--- src/rtl/dfi_phy_init_responder_if.sv ---
// DFI init/leveling handshake bundle between memory controller (master) and
// PHY responder (slave).
interface dfi_phy_init_responder_if;
  logic       dfi_init_start;
  logic [1:0] dfi_freq_ratio;
  logic       dfi_dram_clk_disable;
  logic       dfi_init_complete;
  logic       dfi_rdlvl_req;
  logic       dfi_wrlvl_req;
  logic       dfi_rdlvl_en;
  logic       dfi_wrlvl_en;
  logic       lvl_done;
  logic       cfg_err;

  modport master (
    output dfi_init_start, dfi_freq_ratio, dfi_dram_clk_disable,
           dfi_rdlvl_en, dfi_wrlvl_en,
    input  dfi_init_complete, dfi_rdlvl_req, dfi_wrlvl_req, lvl_done, cfg_err
  );

  modport slave (
    input  dfi_init_start, dfi_freq_ratio, dfi_dram_clk_disable,
           dfi_rdlvl_en, dfi_wrlvl_en,
    output dfi_init_complete, dfi_rdlvl_req, dfi_wrlvl_req, lvl_done, cfg_err
  );
endinterface

--- src/rtl/dfi_phy_init_responder.sv ---
// DFI PHY init responder; periodic read/write leveling requests are built only
// when DFI_PHY_PERIODIC_LVL_EN is defined.
module dfi_phy_init_responder #(
  parameter int INIT_CYCLES = 64,
  parameter int LVL_PERIOD  = 4096,
  parameter int LVL_CYCLES  = 32
) (
  input logic                     core_clk,
  input logic                     core_rst,
  dfi_phy_init_responder_if.slave bus
);
  localparam int INIT_W = $clog2(INIT_CYCLES + 1);
  localparam int PER_W  = $clog2(LVL_PERIOD + 1);
  localparam int RUN_W  = $clog2(LVL_CYCLES + 1);

  typedef enum logic [2:0] {IDLE, INIT, READY, RD_REQ, RD_RUN, WR_REQ, WR_RUN} state_t;

  state_t            state, state_nxt;
  logic [INIT_W-1:0] init_cnt;
  logic              cfg_err_q;

  function automatic int unsigned sat_inc(input int unsigned v, input int unsigned lim);
    return (v >= lim) ? lim : v + 1;
  endfunction

`ifdef DFI_PHY_PERIODIC_LVL_EN
  logic [PER_W-1:0] lvl_cnt;
  logic [RUN_W-1:0] run_cnt;
  logic             next_wr;
  logic             lvl_done_q;
  logic             done_nxt;
`endif

  always_comb begin
    state_nxt = state;
`ifdef DFI_PHY_PERIODIC_LVL_EN
    done_nxt  = 1'b0;
`endif
    case (state)
      IDLE: if (bus.dfi_init_start) state_nxt = INIT;
      INIT: begin
        if (!bus.dfi_init_start) state_nxt = IDLE;
        else if (init_cnt == INIT_W'(INIT_CYCLES)) state_nxt = READY;
      end
      READY: begin
        if (!bus.dfi_init_start) state_nxt = IDLE;
`ifdef DFI_PHY_PERIODIC_LVL_EN
        else if (!bus.dfi_dram_clk_disable && lvl_cnt == PER_W'(LVL_PERIOD - 1))
          state_nxt = next_wr ? WR_REQ : RD_REQ;
`endif
      end
`ifdef DFI_PHY_PERIODIC_LVL_EN
      RD_REQ: begin
        if (!bus.dfi_init_start) state_nxt = IDLE;
        else if (bus.dfi_rdlvl_en) state_nxt = RD_RUN;
      end
      WR_REQ: begin
        if (!bus.dfi_init_start) state_nxt = IDLE;
        else if (bus.dfi_wrlvl_en) state_nxt = WR_RUN;
      end
      // Losing the enable mid-run aborts silently; completion pulses lvl_done.
      RD_RUN: begin
        if (!bus.dfi_init_start) state_nxt = IDLE;
        else if (!bus.dfi_rdlvl_en) state_nxt = READY;
        else if (run_cnt == RUN_W'(LVL_CYCLES - 1)) begin
          state_nxt = READY;
          done_nxt  = 1'b1;
        end
      end
      WR_RUN: begin
        if (!bus.dfi_init_start) state_nxt = IDLE;
        else if (!bus.dfi_wrlvl_en) state_nxt = READY;
        else if (run_cnt == RUN_W'(LVL_CYCLES - 1)) begin
          state_nxt = READY;
          done_nxt  = 1'b1;
        end
      end
`endif
      default: state_nxt = IDLE;
    endcase
  end

  always_ff @(posedge core_clk) begin
    if (core_rst) begin
      state     <= IDLE;
      init_cnt  <= '0;
      cfg_err_q <= 1'b0;
    end else begin
      state    <= state_nxt;
      init_cnt <= (state == INIT) ? INIT_W'(sat_inc(32'(init_cnt), INIT_CYCLES)) : '0;
      if (state == IDLE && bus.dfi_init_start && bus.dfi_freq_ratio != 2'b11)
        cfg_err_q <= 1'b1;
    end
  end

`ifdef DFI_PHY_PERIODIC_LVL_EN
  always_ff @(posedge core_clk) begin
    if (core_rst) begin
      lvl_cnt    <= '0;
      run_cnt    <= '0;
      next_wr    <= 1'b0;
      lvl_done_q <= 1'b0;
    end else begin
      lvl_done_q <= done_nxt;
      // Period count freezes while the DRAM clock is stopped, clears on exit.
      if (state == READY && state_nxt == READY) begin
        if (!bus.dfi_dram_clk_disable)
          lvl_cnt <= PER_W'(sat_inc(32'(lvl_cnt), LVL_PERIOD));
      end else begin
        lvl_cnt <= '0;
      end
      run_cnt <= ((state == RD_RUN || state == WR_RUN) && state_nxt == state)
                 ? RUN_W'(sat_inc(32'(run_cnt), LVL_CYCLES)) : '0;
      if (state == INIT) next_wr <= 1'b0;
      else if (state == READY && state_nxt == RD_REQ) next_wr <= 1'b1;
      else if (state == READY && state_nxt == WR_REQ) next_wr <= 1'b0;
    end
  end

  assign bus.dfi_rdlvl_req = !core_rst && state == RD_REQ;
  assign bus.dfi_wrlvl_req = !core_rst && state == WR_REQ;
  assign bus.lvl_done      = !core_rst && lvl_done_q;
`else
  logic unused_lvl;
  assign unused_lvl = ^{bus.dfi_rdlvl_en, bus.dfi_wrlvl_en, bus.dfi_dram_clk_disable,
                        PER_W'(LVL_PERIOD), RUN_W'(LVL_CYCLES)};
  assign bus.dfi_rdlvl_req = 1'b0;
  assign bus.dfi_wrlvl_req = 1'b0;
  assign bus.lvl_done      = 1'b0;
`endif

  assign bus.dfi_init_complete = !core_rst &&
    (state == READY || state == RD_REQ || state == RD_RUN ||
     state == WR_REQ || state == WR_RUN);
  assign bus.cfg_err = !core_rst && cfg_err_q;
endmodule

--- src/flat_wrapper.sv ---
// flat-port wrapper written by rule: the top's interface ports become plain ports
module dfi_phy_init_responder_flat 
#(
  parameter int INIT_CYCLES = 64,
  parameter int LVL_PERIOD  = 4096,
  parameter int LVL_CYCLES  = 32
)
  (core_clk, core_rst, bus_dfi_init_start, bus_dfi_freq_ratio, bus_dfi_dram_clk_disable, bus_dfi_rdlvl_en, bus_dfi_wrlvl_en, bus_dfi_init_complete, bus_dfi_rdlvl_req, bus_dfi_wrlvl_req, bus_lvl_done, bus_cfg_err);
  dfi_phy_init_responder_if bus_i ();
  input logic core_clk;
  input logic core_rst;
  input wire logic [$bits(bus_i.dfi_init_start)-1:0] bus_dfi_init_start;
  input wire logic [$bits(bus_i.dfi_freq_ratio)-1:0] bus_dfi_freq_ratio;
  input wire logic [$bits(bus_i.dfi_dram_clk_disable)-1:0] bus_dfi_dram_clk_disable;
  input wire logic [$bits(bus_i.dfi_rdlvl_en)-1:0] bus_dfi_rdlvl_en;
  input wire logic [$bits(bus_i.dfi_wrlvl_en)-1:0] bus_dfi_wrlvl_en;
  output wire logic [$bits(bus_i.dfi_init_complete)-1:0] bus_dfi_init_complete;
  output wire logic [$bits(bus_i.dfi_rdlvl_req)-1:0] bus_dfi_rdlvl_req;
  output wire logic [$bits(bus_i.dfi_wrlvl_req)-1:0] bus_dfi_wrlvl_req;
  output wire logic [$bits(bus_i.lvl_done)-1:0] bus_lvl_done;
  output wire logic [$bits(bus_i.cfg_err)-1:0] bus_cfg_err;
  assign bus_i.dfi_init_start = bus_dfi_init_start;
  assign bus_i.dfi_freq_ratio = bus_dfi_freq_ratio;
  assign bus_i.dfi_dram_clk_disable = bus_dfi_dram_clk_disable;
  assign bus_i.dfi_rdlvl_en = bus_dfi_rdlvl_en;
  assign bus_i.dfi_wrlvl_en = bus_dfi_wrlvl_en;
  assign bus_dfi_init_complete = bus_i.dfi_init_complete;
  assign bus_dfi_rdlvl_req = bus_i.dfi_rdlvl_req;
  assign bus_dfi_wrlvl_req = bus_i.dfi_wrlvl_req;
  assign bus_lvl_done = bus_i.lvl_done;
  assign bus_cfg_err = bus_i.cfg_err;
  dfi_phy_init_responder #(.INIT_CYCLES(INIT_CYCLES), .LVL_PERIOD(LVL_PERIOD), .LVL_CYCLES(LVL_CYCLES)) u_core (.core_clk(core_clk), .core_rst(core_rst), .bus(bus_i));
endmodule
--- config.mk ---
export PLATFORM = sky130hd
export DESIGN_NAME = dfi_phy_init_responder_flat
export DESIGN_NICKNAME = d
export VERILOG_FILES = /design/src/rtl/dfi_phy_init_responder_if.sv /design/src/rtl/dfi_phy_init_responder.sv /design/src/flat_wrapper.sv
export SDC_FILE = /design/constraint.sdc
export NUM_CORES = 1
export LEC_CHECK = 0
export ABC_AREA = 0
export ABC_CLOCK_PERIOD_IN_PS = 1400
export BUFFER_PORTS_ARGS = -buffer_cell sky130_fd_sc_hd__buf_2
export CAP_MARGIN = 20
export CORE_AREA = 2 2 39 41
export CTS_BUF_LIST = sky130_fd_sc_hd__clkbuf_2 sky130_fd_sc_hd__clkbuf_4 sky130_fd_sc_hd__clkbuf_8
export DETAILED_ROUTE_END_ITERATION = 8
export DIE_AREA = 0 0 41 43
export PLACE_DENSITY = 0.56
export SLEW_MARGIN = 20
export SYNTH_ARGS = -nofsm -noshare
export SYNTH_HDL_FRONTEND = slang
export SYNTH_SLANG_ARGS = --single-unit
--- constraint.sdc ---
create_clock -name core_clk -period 1.4 [get_ports core_clk]
set_clock_uncertainty 0.15 [all_clocks]
set_input_delay 0.21 -clock core_clk [delete_from_list [all_inputs] [get_ports core_clk]]
set_output_delay 0.21 -clock core_clk [all_outputs]
set_load 0.02 [all_outputs]
* Yosys cells after proc, flatten, opt, wreduce, memory -nomap -nowiden
Cells that the tools add are included.
Word-level totals: register bits after elaboration 11, latch bits 0, RAM bits 0, memory bits (read-only) 0, input port bits 8, output and inout port bits 5, word-level logic and storage cells 37, memories kept 0
Operators by class: add/sub/neg operators 1, $mul 0, div/mod/pow operators 0, order comparisons 1, eq/ne operators 11, shift-type cells 0, muxes and demuxes 6, bitwise operators 1, reductions and logical operators 13
Operator list (number):
- 2-to-1 mux 3 bit | 4
- == test 3 bit, second input constant | 3
- one-hot mux 3 bit (3 select lines) | 1
- adder 7 x 1 -> 7 bit, second input constant | 1
- == test 7 bit, second input constant | 1
- >= comparator 7 bit, second input constant | 1
- 2-to-1 mux 7 bit | 1
- == test 3 x 2 -> 1 bit, second input constant | 2
- != test 2 bit, second input constant | 3
- logical AND 1 bit | 4
- logical OR 1 bit | 4
- == test 3 x 1 -> 1 bit, second input constant | 1
- zero test 3 bit | 1
- != test 3 x 2 -> 1 bit, second input constant | 1
- AND reduction 3 bit | 1
- OR reduction 3 bit | 1
- OR reduction 2 bit | 1
- zero test 1 bit | 1
- inverter 1 bit | 1

* Longest topological paths before layout
Gate-level depths: netlist of run 1.
word-level depth 6, gate-level depth with buffers 5, depth with buffers taken out 5

* Worst setup path after synthesis of run 1
No wires, ideal clock.
path type reg-to-reg, from reg u_core.init_cnt[0], to reg u_core.init_cnt[6], setup time 115 ps, data arrival time 946 ps, data required time 1135 ps, setup slack 188 ps, stages on the path, launching flop included 5, buffers on the path 0, clock period less this slack 1212 ps, cells stage by stage dfxtp_1 > ha_1 > and3_2 > a31oi_1 > nor2_1
Between the ends: cells in the longest elaborated chain, start to end 2, elaborated cells between the ends (all ways) 3, classes of those cells add/sub (1); order compare (1); mux (1)
Ends and longest elaborated chain:
- start, declared | RTL line dfi_phy_init_responder.sv:19 | logic [INIT_W-1:0] init_cnt;
- start signal, assigned | RTL line dfi_phy_init_responder.sv:90 | init_cnt <= (state == INIT) ? INIT_W'(sat_inc(32'(init_cnt), INIT_CYCLES)) : '0;
- adder 7 x 1 -> 7 bit or >= comparator 7 bit (tied branches) | RTL line dfi_phy_init_responder.sv:23 | return (v >= lim) ? lim : v + 1;
- 2-to-1 mux 7 bit (*) | RTL line dfi_phy_init_responder.sv:23
Every way passes the cells marked *; elsewhere a longest branch is shown, timed or not. A chain may end at the register's enable or synchronous reset.

* Worst setup path in the final report of run 1
from reg u_core.init_cnt[0], to reg u_core.state[1]
Between the ends: cells in the longest elaborated chain, start to end 3
Ends and longest elaborated chain:
- == test 7 bit | RTL line dfi_phy_init_responder.sv:43 | else if (init_cnt == INIT_W'(INIT_CYCLES)) state_nxt = READY;
- != test 3 x 2 -> 1 bit (no line)
- AND reduction 3 bit (no line)
- end signal, assigned | RTL line dfi_phy_init_responder.sv:89 | state <= state_nxt;
- end, declared | RTL line dfi_phy_init_responder.sv:18 | state_t state, state_nxt;
Every way passes these cells.

==> flow_metrics.py, run 1 <==
metrics = {
    "cts": {
        "cts_buffers": 3,
        "cts_sinks": 10,
        "cts.path.max_buffers": 2,
        "cts-root-buf": "clkbuf_4",
        "clock_latency_ns": 0.26,
        "htreeDepth": 1,
        "cts_tree": "done",
        "clk_pin_slew_ns": 0.07,
        "cts_setup_buffers": 0,
    },
    "power_and_ir_drop": {
        "ir_drop_v": 0.000644,
        "power_leakage_nw": 0.219,
        "power-per-cell-area_nw_per_um2": 1100,
        "fin_total_pwr_mw": 0.592,
    },
    "placed_design": {
        "dpl-instance-area_sq_um": 487,
        "gp_congestion": 0.625,
        "dp_hpwl_um": 555,
        "port_buffers": 6,
    },
    "finish": {
        "area_growth_syn_to_layout_pct": 21.4,
        "nets": 71,
        "fin_util": 0.390,
        "finalInstanceArea_sq_um": 539,
        "drive_gt1_frac": 0.250,
        "diodes": 0,
        "fill_cells": 151,
    },
    "synth": {
        "synth_top_area_share": 0.451,
        "yosys.area.top_type": "dfxtp_1",
        "yosys_warnings": 0,
        "syn_area_sq_um": 444,
        "avgSynthCellArea_sq_um": 9.06,
        "synth_area_leaders": "dfxtp_1 45%, nor2_1 5.9%, ha_1 5.6%",
        "syn-instance-count": 49,
        "synth_seq_area_share": 0.451,
        "synthDistinctLibCells": 22,
        "synth.ff_latch_count": 10,
    },
    "sta": {
        "final-setup-viol-count": 0,
        "slew_viol_final": 0,
        "setup_tns_ns": 0,
        "rsz0062_at_grt": "no",
        "period_needed_ns": 1.27,
        "post-route-period-util": 0.909,
        "fmax_ghz": 0.786,
        "finalHoldViolCount": 0,
    },
    "detailed_routing": {
        "wirelength_um": 712,
        "wire_per_inst_um": 9.37,
        "drc": 0,
        "route.vias.total": 340,
        "viasPerCell": 4.47,
        "detail_route.first_pass.iterations": 2,
        "ant_nets": 0,
        "drt_iter0_drc": 2,
    },
    "run": {
        "drv_cap": 0,
    },
    "global_route": {
        "grt_pass1_wl_mm": 1.24,
        "grt.overflow.total": 0,
        "grt_usage": 0.112,
        "grt_max_degree": 7,
        "antenna_found_initial": 0,
        "grt_pass1_vias": 318,
    },
    "floorplan": {
        "start_util": 0.321,
        "rows": 14,
        "pin_count": 13,
        "dieWidth_um": 41,
        "dieArea_sq_um": 1760,
        "die_height_um": 43,
        "coreArea_sq_um": 1380,
    },
    "critical_path": {
        "path_max_fanout": 4,
        "cpPeakStageDelay_ns": 0.38,
        "path_buf_inv": 1,
        "slowest_stage": "dfxtp_1",
        "worstPathRequired_ns": 1.41,
        "crit_chain": "inv_1 -> ha_1 -> and4b_1 -> a21oi_1 -> nor3b_1",
        "cp-end-kind": "flop",
        "critPathArrivalTime_ns": 1.28,
        "cp-start-kind": "flop",
        "path_class": "flop to flop",
        "crit_family": "flip-flops",
    },
    "status": {
        "outcome": "finished, final reports clean",
    },
    "min_path": {
        "hold_path_class": "primary input to flop",
    },
}
report_power, final:
part / internal, mW / switching [mW] / total (mW) / leakage, nW
logic: 0.0165 / 0.0219 / 0.0384 / 0.117
registers: 0.290 / 0.00428 / 0.294 / 0.0812
clock network: 0.158 / 0.101 / 0.259 / 0.0210
Yosys cell counts:
library cell  instances
and4b_1               1
nor4_1                1
dfxtp_1              10
nand3b_1              1
nand3_2               1
o21ai_0               1
or3_1                 1
inv_1                 3
a41oi_1               1
xnor2_1               2
a31o_2                1
nor3b_1               1
nor2b_1               3
buf_4                 3
xor2_1                1
nor2_1                7
nand2_1               3
a21oi_1               3
conb_1                1
and3_2                1
ha_1                  2
a31oi_1               1
sequential cells by signal (all words and copies together), names as in the netlist:
register	cells
u_core.state	2
u_core.cfg_err_q	1
u_core.init_cnt	7
stage by stage:
step,hold slack (ns),cells,setup slack [ns]
floorplan,0.136,51,0.188
global placement,0.279,71,0.128
detailed placement,0.282,71,0.122
CTS,0.0410,76,0.0891
global route,0.0399,76,0.0108
finish,0.0449,76,0.127
cells in the final DEF, fill, tap and decap left out, types with 2 or more instances in the layout:
cell,netlist,layout
a21oi_1,3,3
buf_2,0,6
clkbuf_4,0,3
conb_1,1,3
dfxtp_1,10,10
ha_1,2,2
inv_1,3,3
nand2_1,3,3
nor2_1,7,7
nor2b_1,3,3
xnor2_1,2,2
cells by family after synthesis:
group	after synthesis	share of synthesized area
buf+inv	6	0.0761
xor+xnor	3	0.0592
simple gates	20	0.251
flops	10	0.451
fa+ha+maj	2	0.0563
other cells	1	0.00844
compound gates	7	0.0986
routing by layer:
layer	GRT usage	wire, um
met5	0	0
met4	0.0400	0
met1	0.117	307
met2	0.159	332
met3	0.0942	73
path summary, 6_finish.rpt:
check / startpoint / endpoint / slack (ns) / depth (start not counted)
hold / removal: bus_dfi_init_start / u_core.state[0] / 0.04 / 3
setup / recovery: u_core.init_cnt[0] / u_core.state[1] / 0.13 / 5
hold reg to reg: u_core.init_cnt[0] / u_core.init_cnt[0] / 0.32 / 1
setup reg to reg: u_core.init_cnt[0] / u_core.state[1] / 0.13 / 5
timing repair:
action,in CTS,in global routing
hold buffers,1,0
gates resized for setup,0,1
endpoints found under the setup margin,0,1
endpoints found under the hold margin,1,0
worst min-delay path, delay by kind of cell:
| kind | cells | cell delay [ns] |
|---|---|---|
| buf+inv | 1 | 0.11 |
| compound gates | 1 | 0.04 |
| simple gates | 1 | 0.06 |
area by class of cell:
class | count | area [sq um] | area share
tap | 16 | 20.0 | 0.0371
clock buffer | 4 | 36.3 | 0.0673
sequential | 10 | 200 | 0.371
multi-input combinational | 35 | 224 | 0.415
timing repair buffer | 8 | 47.5 | 0.0882
inverter | 3 | 11.3 | 0.0209
Note: power is estimated with default switching activity, not from simulation.
==> run 2: changes to the inputs <==
--- a/config.mk
+++ b/config.mk
@@ -9,11 +9,13 @@
 export ABC_CLOCK_PERIOD_IN_PS = 1400
 export BUFFER_PORTS_ARGS = -buffer_cell sky130_fd_sc_hd__buf_2
 export CAP_MARGIN = 20
-export CORE_AREA = 2 2 39 41
+export CELL_PAD_IN_SITES_DETAIL_PLACEMENT = 2
+export CELL_PAD_IN_SITES_GLOBAL_PLACEMENT = 2
+export CORE_UTILIZATION = 29
 export CTS_BUF_LIST = sky130_fd_sc_hd__clkbuf_2 sky130_fd_sc_hd__clkbuf_4 sky130_fd_sc_hd__clkbuf_8
+export CTS_CLUSTER_SIZE = 24
 export DETAILED_ROUTE_END_ITERATION = 8
-export DIE_AREA = 0 0 41 43
-export PLACE_DENSITY = 0.56
+export PLACE_DENSITY = 0.77
 export SLEW_MARGIN = 20
 export SYNTH_ARGS = -nofsm -noshare
 export SYNTH_HDL_FRONTEND = slang
==> flow_metrics.py, run 2 (synthesis gave the netlist of run 1 again) <==
metrics = {
    "detailed_routing": {
        "route.vias.total": 347,
        "drc": 0,
        "wire_per_inst_um": 12.6,
        "viasPerCell": 4.75,
        "drt_iter0_drc": 8,
        "ant_nets": 0,
        "wirelength_um": 917,
        "detail_route.first_pass.iterations": 2,
    },
    "finish": {
        "diodes": 0,
        "fin_util": 0.373,
        "top_regs": "u_core.init_cnt: 7 flops, u_core.state: 2 flops, u_core.cfg_err_q: 1 flops",
        "final_cell_mix": "9 x dfxtp_1, 7 x nor2_1, 6 x buf_2",
        "final_cells": 73,
        "largest_reg_flops": 7,
        "nets": 70,
        "top_register": "u_core.init_cnt",
        "drive_gt1_frac": 0.241,
        "layout_commonest_cell": "dfxtp_1",
        "area_growth_syn_to_layout_pct": 14.6,
    },
    "critical_path": {
        "rrSetupSlack_ns": 0.07,
        "crit_chain": "nor4_1 -> a21oi_1 -> nor3b_1",
        "critPathArrivalTime_ns": 1.35,
        "crit_family": "simple AND/OR/NAND/NOR gates",
        "reg2reg_to": "u_core.state[1]",
        "worstPathRequired_ns": 1.42,
        "cpPeakStageDelay_ns": 0.46,
        "cp-end-kind": "flop",
        "path_buf_inv": 0,
        "r2r-start": "u_core.init_cnt[4]",
        "path_class": "flop to flop",
        "path_max_fanout": 4,
        "reg2reg_depth": 3,
        "cp-start-kind": "flop",
        "slowest_stage": "nor4_1",
    },
    "cts": {
        "clk_pin_slew_ns": 0.06,
        "cts_tree": "done",
        "cts.path.max_buffers": 2,
        "cts_buffers": 3,
        "htreeDepth": 1,
        "clock_latency_ns": 0.25,
        "ctsResizeCount": 0,
        "cts-root-buf": "clkbuf_4",
        "cts_setup_buffers": 0,
        "ctsHoldBuffers": 0,
        "cts_sinks": 10,
    },
    "global_route": {
        "grt.overflow.total": 0,
        "grt_usage": 0.150,
        "grt_max_degree": 7,
        "antenna_found_initial": 0,
        "grt_pass1_wl_mm": 1.53,
        "grt_pass1_vias": 367,
    },
    "placed_design": {
        "port_buffers": 6,
        "gp_congestion": 0.679,
        "dp_hpwl_um": 721,
        "placedCellCount": 70,
        "dp_worst_setup_slack_ns": 0.0911,
    },
    "sta": {
        "post-route-period-util": 0.950,
        "final-setup-viol-count": 0,
        "slew_viol_final": 0,
        "period_needed_ns": 1.33,
        "setup_ws_ns": 0.0696,
        "setup_tns_ns": 0,
        "fmax_ghz": 0.752,
        "finalHoldViolCount": 0,
        "rsz0062_at_grt": "no",
    },
    "floorplan": {
        "die_height_um": 41.1,
        "rows": 13,
        "dieArea_sq_um": 1690,
        "coreArea_sq_um": 1370,
        "dieWidth_um": 41.1,
        "pin_count": 13,
        "start_util": 0.325,
    },
    "min_path": {
        "hold_path_class": "primary input to flop",
        "whs_path_depth": 2,
        "min_to": "u_core.state[1]",
        "worstHoldStart": "core_rst",
    },
    "power_and_ir_drop": {
        "power-per-cell-area_nw_per_um2": 1010,
        "ir_drop_v": 0.000402,
        "power_leakage_nw": 0.206,
    },
    "status": {
        "outcome": "finished, final reports clean",
    },
    "run": {
        "drv_cap": 0,
    },
}
run 2: per-stage QoR:
step | cell area (sq um) | hold WS [ns] | total power, mW
3_5_place_dp | 485 | 0.292 | 0.339
6_report | 509 | 0.0281 | 0.516
2_1_floorplan | 452 | 0.136 | 0.330
4_1_cts | 508 | 0.0247 | 0.530
3_3_place_gp | 485 | 0.282 | 0.338
5_1_grt | 509 | 0.0126 | 0.551
run 2: area by class of cell:
cell class                      instances  area (sq um)
Fill cell                             172           857
Multi-Input combinational cell         35           218
Sequential cell                        10           201
Timing Repair Buffer                    7          37.5
Clock buffer                            3          22.5
Tap cell                               15          18.8
Inverter                                3          11.3
run 2: worst max-delay path by stage:
stage / startpoint / end / slack, ns / cells past startpoint
final: u_core.init_cnt[4] / u_core.state[1] / 0.07 / 3
after CTS: u_core.state[1] / bus_dfi_init_complete / 0.03 / 2
after global placement: u_core.init_cnt[0] / u_core.state[1] / 0.11 / 5
after floorplan: u_core.init_cnt[0] / u_core.init_cnt[6] / 0.19 / 4
after detailed placement: u_core.init_cnt[0] / u_core.state[1] / 0.09 / 5
after global routing: u_core.init_cnt[4] / u_core.state[1] / 0.02 / 3
run 2: per-layer routing:
layer,global-route usage,vias to the layer above,routed length (um)
li1,-,179,-
met1,0.155,164,395
met2,0.246,4,492
met3,0.0815,0,29
met4,0.0726,0,0
met5,0,-,0
run 2: power breakdown:
group / leakage (nW) / total, mW / switching, mW / internal [mW]
Sequential: 0.0818 / 0.295 / 0.00467 / 0.290
Clock: 0.0138 / 0.184 / 0.0851 / 0.0986
Combinational: 0.111 / 0.0372 / 0.0225 / 0.0147
Total: 0.206 / 0.516 / 0.112 / 0.404
